[src/rtl/fir_sample_delay_line.sv]
// -----------------------------------------------------------------------------
// fir_sample_delay_line
//
// Circular sample history for a time-multiplexed TAPS-tap FIR MAC stage.
// Input samples arrive on a low-rate strobe and are held in a one-deep pending
// register. They enter the history only at a frame boundary, so each
// TAPS-cycle frame sees a coherent window. Every clock in RUN the block
// presents one delayed sample x[n-k] together with its tap index k, so the MAC
// can pair it with coefficient h[k].
//
// After reset the block spends exactly TAPS cycles in CLEAR, zeroing the
// history one entry per cycle. It then enters RUN and stays there until the
// next reset.
//
// Ports:
//   clk        system clock, rising edge
//   reset      asynchronous, active-high reset
//   din        new input sample (two's complement, WIDTH bits)
//   din_valid  one-cycle strobe qualifying din
//   x_out      delayed sample x[n-tap_out] (registered)
//   tap_out    tap index k matching x_out (registered)
//   x_valid    x_out/tap_out are valid (registered)
//   frame_end  high with the last tap of a frame (registered)
//   ready      high while in RUN (registered)
//   overrun    sticky: a pending sample was overwritten before commit
// -----------------------------------------------------------------------------
module fir_sample_delay_line #(
    parameter int TAPS      = 64,
    parameter int ADDR_BITS = 6,
    parameter int WIDTH     = 16
) (
    input  logic                 clk,
    input  logic                 reset,
    input  logic [WIDTH-1:0]     din,
    input  logic                 din_valid,
    output logic [WIDTH-1:0]     x_out,
    output logic [ADDR_BITS-1:0] tap_out,
    output logic                 x_valid,
    output logic                 frame_end,
    output logic                 ready,
    output logic                 overrun
);

    typedef enum logic [0:0] {
        ST_CLEAR = 1'b0,
        ST_RUN   = 1'b1
    } state_t;

    // Pointer arithmetic relies on the natural ADDR_BITS wrap, so TAPS must
    // equal 2**ADDR_BITS.
    localparam logic [ADDR_BITS-1:0] LAST_TAP = ADDR_BITS'(TAPS - 1);
    localparam logic [ADDR_BITS-1:0] ONE_ADDR = ADDR_BITS'(1);
    localparam logic [ADDR_BITS-1:0] ZERO_ADDR = ADDR_BITS'(0);
    localparam logic [WIDTH-1:0]     ZERO_SAMPLE = WIDTH'(0);

    state_t                 state_r;
    logic [ADDR_BITS-1:0]   k_r;
    logic [ADDR_BITS-1:0]   base_r;
    logic [WIDTH-1:0]       pend_r;
    logic                   pend_valid_r;
    logic [WIDTH-1:0]       mem_r [TAPS];

    logic [WIDTH-1:0]       x_out_r;
    logic [ADDR_BITS-1:0]   tap_out_r;
    logic                   x_valid_r;
    logic                   frame_end_r;
    logic                   ready_r;
    logic                   overrun_r;

    logic                   last_tap_s;
    logic                   commit_s;
    logic                   wr_en_s;
    logic [ADDR_BITS-1:0]   rd_addr_s;
    logic [ADDR_BITS-1:0]   wr_addr_s;
    logic [WIDTH-1:0]       wr_data_s;

    // Read/write address and commit decode for the current cycle.
    always_comb begin
        last_tap_s = (k_r == LAST_TAP);
        commit_s   = (state_r == ST_RUN) && last_tap_s && pend_valid_r;
        rd_addr_s  = base_r + k_r;
        wr_en_s    = 1'b0;
        wr_addr_s  = ZERO_ADDR;
        wr_data_s  = ZERO_SAMPLE;
        case (state_r)
            ST_CLEAR: begin
                // Sweep the whole array with zeros, one entry per cycle.
                wr_en_s   = 1'b1;
                wr_addr_s = k_r;
                wr_data_s = ZERO_SAMPLE;
            end
            ST_RUN: begin
                // On the commit cycle the write address (base-1) equals the
                // read address (base+TAPS-1). The registered read therefore
                // still returns the oldest sample for the closing frame.
                wr_en_s   = commit_s;
                wr_addr_s = base_r - ONE_ADDR;
                wr_data_s = pend_r;
            end
            default: begin
                wr_en_s   = 1'b0;
                wr_addr_s = ZERO_ADDR;
                wr_data_s = ZERO_SAMPLE;
            end
        endcase
    end

    // History storage; cleared by the CLEAR sweep rather than by reset.
    always_ff @(posedge clk) begin
        if (wr_en_s) begin
            mem_r[wr_addr_s] <= wr_data_s;
        end
    end

    // Control FSM, pointers, pending-sample capture and registered outputs.
    always_ff @(posedge clk or posedge reset) begin
        if (reset) begin
            state_r      <= ST_CLEAR;
            k_r          <= ZERO_ADDR;
            base_r       <= ZERO_ADDR;
            pend_r       <= ZERO_SAMPLE;
            pend_valid_r <= 1'b0;
            x_out_r      <= ZERO_SAMPLE;
            tap_out_r    <= ZERO_ADDR;
            x_valid_r    <= 1'b0;
            frame_end_r  <= 1'b0;
            ready_r      <= 1'b0;
            overrun_r    <= 1'b0;
        end else begin
            // k wraps naturally from TAPS-1 to 0 in both states.
            k_r <= k_r + ONE_ADDR;
            case (state_r)
                ST_CLEAR: begin
                    x_valid_r   <= 1'b0;
                    frame_end_r <= 1'b0;
                    if (last_tap_s) begin
                        state_r <= ST_RUN;
                        ready_r <= 1'b1;
                    end else begin
                        state_r <= ST_CLEAR;
                        ready_r <= 1'b0;
                    end
                end
                ST_RUN: begin
                    x_out_r     <= mem_r[rd_addr_s];
                    tap_out_r   <= k_r;
                    x_valid_r   <= 1'b1;
                    frame_end_r <= last_tap_s;
                    ready_r     <= 1'b1;
                    // Newest sample always sits at base, so moving base down
                    // by one shifts every older sample one tap further out.
                    if (commit_s) begin
                        base_r <= base_r - ONE_ADDR;
                    end else begin
                        base_r <= base_r;
                    end
                end
                default: begin
                    state_r     <= ST_CLEAR;
                    k_r         <= ZERO_ADDR;
                    x_valid_r   <= 1'b0;
                    frame_end_r <= 1'b0;
                    ready_r     <= 1'b0;
                end
            endcase

            // A strobe in the commit cycle refills pend as the old value is
            // committed, so it is not an overrun.
            if (din_valid) begin
                pend_r       <= din;
                pend_valid_r <= 1'b1;
                if (pend_valid_r && !commit_s) begin
                    overrun_r <= 1'b1;
                end else begin
                    overrun_r <= overrun_r;
                end
            end else if (commit_s) begin
                pend_valid_r <= 1'b0;
            end else begin
                pend_valid_r <= pend_valid_r;
            end
        end
    end

    assign x_out     = x_out_r;
    assign tap_out   = tap_out_r;
    assign x_valid   = x_valid_r;
    assign frame_end = frame_end_r;
    assign ready     = ready_r;
    assign overrun   = overrun_r;

endmodule

[config.mk]
export PLATFORM = sky130hd
export DESIGN_NAME = fir_sample_delay_line
export DESIGN_NICKNAME = d
export VERILOG_FILES = /design/src/rtl/fir_sample_delay_line.sv
export SDC_FILE = /design/constraint.sdc
export NUM_CORES = 1
export LEC_CHECK = 0
export CAP_MARGIN = 5
export CORE_UTILIZATION = 50
export DETAILED_ROUTE_END_ITERATION = 8
export DONT_BUFFER_PORTS = 1
export GPL_ROUTABILITY_DRIVEN = 1
export PLACE_DENSITY = 0.77
export SKIP_CTS_REPAIR_TIMING = 1
export SYNTH_ARGS = -nofsm -noshare
export SYNTH_HDL_FRONTEND = slang
export SYNTH_SLANG_ARGS = --single-unit
[constraint.sdc]
create_clock -name clk -period 2.9 [get_ports clk]
set_clock_uncertainty 0.1 [all_clocks]
set_input_delay 0.58 -clock clk [delete_from_list [all_inputs] [get_ports clk]]
set_output_delay 0.58 -clock clk [all_outputs]
set_load 0.005 [all_outputs]
Word-level counts from Yosys, hierarchy flattened. Memories as Yosys holds them, arrays and structs flattened. A register that Yosys moved wholly into a read port is not among the register bits. Index checks and enable logic that the tools add are counted.

Output and inout port bits: 26. Logic and storage cells: 35. Memory bits (writable): 1024. Flip-flop bits (word level): 40. Memories: 1.

Add/sub/neg operators: 3. Reductions and logical operators: 7. Equal/unequal tests: 1. Mux-type cells: 12. Bitwise operators: 1.

Memory list: mem_r (depth 64, bits a word 16, rd ports 1, clocked after Yosys merged registers in 1, write ports 1, RTL line 61) `logic [WIDTH-1:0] mem_r [TAPS];`.

Operator list (number): 16-bit case mux with 2 select lines (1); 6-bit case mux with 2 select lines (1); 1-bit case mux with 2 select lines (4); 6-bit by 1-bit adder with 6-bit output, second input constant (1); 6-bit adder (1); 6-bit == test, second input constant (1); 1-bit 2-to-1 mux (6); 6-bit by 1-bit subtractor with 6-bit output, second input constant (1); 2-bit AND reduction (2); 1-bit logical AND (3); 2-bit nonzero test (1); 1-bit logical NOT (1); 1-bit NOT (1).

Logic depth before layout (Yosys ltp).
Word-level depth: 6. Depth in mapped cells: 12. Depth with buffers taken out: 10.

Least setup slack after synthesis. OpenSTA, ideal clock, no wires.

Path kind: register to register. From: register k_r[1]. To: memory mem_r[13][0], enable pin. Path slack: -0.056 ns. Buffers on the path: 0. Library setup time: 0.389 ns. Period minus slack after synthesis: 2.956 ns. Cell stages (with the launch flop): 10. Arrival: 2.467 ns. Cells stage by stage: dfrtp_1 -> ha_1 -> nand2_1 -> or3_1 -> inv_1 -> and2_1 -> nand2_1 -> o21ai_1 -> nand3_1 -> nor2_1.

Word-level cells in the longest chain between the ends: 6.

RTL lines: start, declared (RTL line 57) `logic [ADDR_BITS-1:0] k_r;`; start signal, assigned (RTL line 131) `k_r <= k_r + ONE_ADDR;`; 6-bit == test (RTL line 79) `last_tap_s = (k_r == LAST_TAP);`; 1-bit logical AND (2 in series) (RTL line 80) `commit_s = (state_r == ST_RUN) && last_tap_s && pend_valid_r;`; 1-bit case mux with 2 select lines (RTL line 85) `case (state_r)`; 1-bit 2-to-1 mux (RTL line 110) `if (wr_en_s) begin`; 1-bit 2-to-1 mux (not written as such) (RTL line 111) `mem_r[wr_addr_s] <= wr_data_s;`; end, declared (RTL line 61).

Parallel ways exist; a longest one is shown, timed or not.

Worst setup path after layout.
From: register k_r[0]. To: register x_out_r[13] (netlist: x_out[13]), read port of mem_r.

Word-level cells in the longest chain between the ends: 1.

RTL lines: 6-bit adder (RTL line 81) `rd_addr_s = base_r + k_r;`; end, declared (RTL line 63) `logic [WIDTH-1:0] x_out_r;`.

Every way passes these cells. A chain may end at the register's enable or synchronous reset.

==> out/summary.txt <==
run status = complete, but fails checks
failing checks = negative setup slack
Setup Total Neg Slack = -8810 ps
min-delay worst type = in -> async
gr usage total = 24.0%
number of standard-cell rows in the floorplan = 105
count of max-cap constraint violations = 0
remaining antenna violation count = 0
Primary FF master, synth = edfxtp_1
latest clock arrival within the worst-skew pair = 690 ps
worst-path cell chain = ha_4 > inv_2 > fa_4 > buf_12 > buf_4 > mux4_2 > nand2_1 > a32oi_1 > nand3_1 > buf_4 > o221ai_1
Max clock buf depth = 3
launch point of the worst path = k_r[0]
router iterations before antenna repair = 7
remaining global-route overflow = 0
Syn Area/Cell = 21.0 sq um
post-synthesis to final-layout area growth = 23.2%
Post-synth EDFFs = 1024
cell-internal power = 24.6 mW
die outline area = 0.0845 sq mm
hold_ws = 311 ps
worst voltage drop across the vdd grid = 482 uV
vias after detailed routing = 22300
post-layout util = 62.4%
total of endpoints with negative setup slack in the final report = 172
Post-Place Cells = 3182
maximum number of pins on one net before global-route repair = 65
fraction of final layout cells with drive strength greater than 1 = 38.9%
leading cell type in the layout, fill and taps excluded = edfxtp_1
Total Power Consumption = 30.5 mW
crit end category = flop
Buffers on Ports = 0
power density of the placed cells = 595 mW/mm^2
total CTS buffers = 103
Critical R2R Launch = k_r[0]
wire length per cell after detailed routing = 31.9 microns
post-synthesis cell type count = 41
clock slew seen by the registers of the worst setup and hold paths = 70 ps
routability-driven placement congestion ratio = 0.887
maximum fanout along the worst path = 8
y dimension of the die = 291 microns
worst endpoint data arrival time = 3820 ps
setup slack of the critical path after layout = -448 ps
category of the most critical setup path = reg -> reg
share of the cycle needed by the critical path after routing = 115%
Leakage Power = 14.9 nW
unrepaired setup endpoints after global routing = true
diode insertion count for antenna repair = 0
top-level port count = 45
Synthesized Nets = 2010
combinational power share = 0.2%
root buffer cell = clkbuf_16
Yosys warnings = 0
number of failing hold endpoints at the final stage = 0
number of nets in the final layout = 2324
Worst Tran Pin Value = 960 ps
DRC violation count after routing = 0
Final min period = 3350 ps
count of non-filler cells in the finished layout = 3451
post-DP HPWL = 59300 microns
vias in the first global route = 21900
summed instance area of the synthesized netlist = 0.0417 sq mm
Floorplan Core Area = 0.0822 sq mm
fraction of registers with async set/reset = 5.10%
delay contributed by the slowest stage of the critical path = 810 ps
cell occurring most often along the worst timing path = buf_4
first-pass GRT wire length = 147000 microns
element type at the critical path start = flop
Final Max Slew Viols = 0
Critical Path RT = 3370 ps
cells after synthesis = 1983
Max stage delay cell, worst path = fa_4
average via count per standard cell = 6.47
sw power = 5.93 mW
DR iter-0 viols = 3033
starting density of the core = 50.6%
total clock sinks = 1079
clock power share = 44.6%
worst max-slew margin expressed relative to the limit = 35.9%
upper clock frequency limit = 299 MHz
sequential share of power = 55.1%
number of register bits inferred by synthesis = 1079
chip width = 291 microns
most used cells in the layout excluding fill and tap cells = 1024 x edfxtp_1, 256 x mux4_2, 129 x buf_4
CTS tree = built
WL final = 110000 microns
antenna violations before repair = 3
proportion of synthesized chip area in sequential cells = 77.1%
net switching share of the total power = 19.4%
number of H-tree levels = 3
## state kept, by name, summed over array words and instances, names as in the netlist
register	cells
pend_r	16
tap_out	6
k_r	6
x_valid	1
overrun	1
x_out	16
frame_end	1
base_r	6
ready	1
pend_valid_r	1
mem_r	1024
## cells by family (layout without fill, tap and decap cells)
family	after synthesis	after routing	share of synthesized area (%)
adders and majority gates	8	8	0.258
xor gates and xnor gates	20	20	0.457
buffers and inverters	108	506	1.11
and+or+nand+nor	324	324	3.41
AOI/OAI and AO/OA	114	114	1.94
DFF	1079	1079	77.1
muxes	330	330	15.7
## critical path: cells and delay by family (launching register included)
family | cells | cell delay [ps]
DFF | 1 | 410
and+or+nand+nor | 2 | 220
muxes | 1 | 260
adders and majority gates | 2 | 980
AOI/OAI and AO/OA | 2 | 610
buffers and inverters | 4 | 620
## metal layers
metal / vias up / track usage [%] / part of all wire, %
li1: 8831 / - / -
met3: 288 / 5.48 / 11
met5: - / 0 / 0.040
met2: 1636 / 37.8 / 49
met1: 11600 / 32.4 / 36
met4: 6 / 10.1 / 4.1
## cell type report
| type | count | area, sq um |
|---|---|---|
| flip-flops and latches | 1079 | 32100 |
| fillers | 5121 | 30900 |
| multi-input cells | 796 | 10200 |
| repair buffers | 308 | 4220 |
| clock buffers | 120 | 2640 |
| well taps | 1070 | 1340 |
| clock inverters | 69 | 773 |
| inverters | 9 | 36.3 |
## final timing paths
kind | to | slack (ps) | cells past startpoint
worst max register to register | x_out[13] | -450 | 11
max in group asynchronous | base_r[5] | 1740 | 3
worst min-delay path | x_out[7] | 310 | 2
min in group clk | pend_r[3] | 410 | 1
worst max-delay path | x_out[13] | -450 | 11
worst min register to register | pend_r[3] | 410 | 1
## cell usage after synthesis, drive strengths merged (4+ instances only)
library cell	number	area share, %
xnor2	11	0.25
mux2	22	0.59
buf	42	0.52
xor2	9	0.21
and3	17	0.26
or3	4	0.060
inv	9	0.081
a32oi	15	0.32
nand3	60	0.73
o221ai	16	0.34
clkbuf	57	0.51
a21o	4	0.072
and2	17	0.26
nor2	82	0.76
a21oi	40	0.53
ha	7	0.21
nand2	138	1.2
mux4	256	14
dfrtp	55	3.3
edfxtp	1024	74
a311oi	16	0.34
o22ai	17	0.26
mux2i	52	1.2
## per-stage QoR
step	setup slack [ps]	cell area (sq um)
floorplan	-55.6	41700
detailed placement	-494	45700
CTS	-637	49100
finish	-448	51300
global placement	-452	45700
global route	-437	51300
## power groups by stage
stage	sequential (mW)	clock (mW)	combinational, mW
global placement	17.2	0	0.0438
detailed placement	17.2	0	0.0466
CTS	16.8	13.7	0.0474
global route	16.8	14.3	0.0788
finish	16.8	13.6	0.0731
floorplan	17.2	0	0.0382
Power figures use the tool's default switching activity.
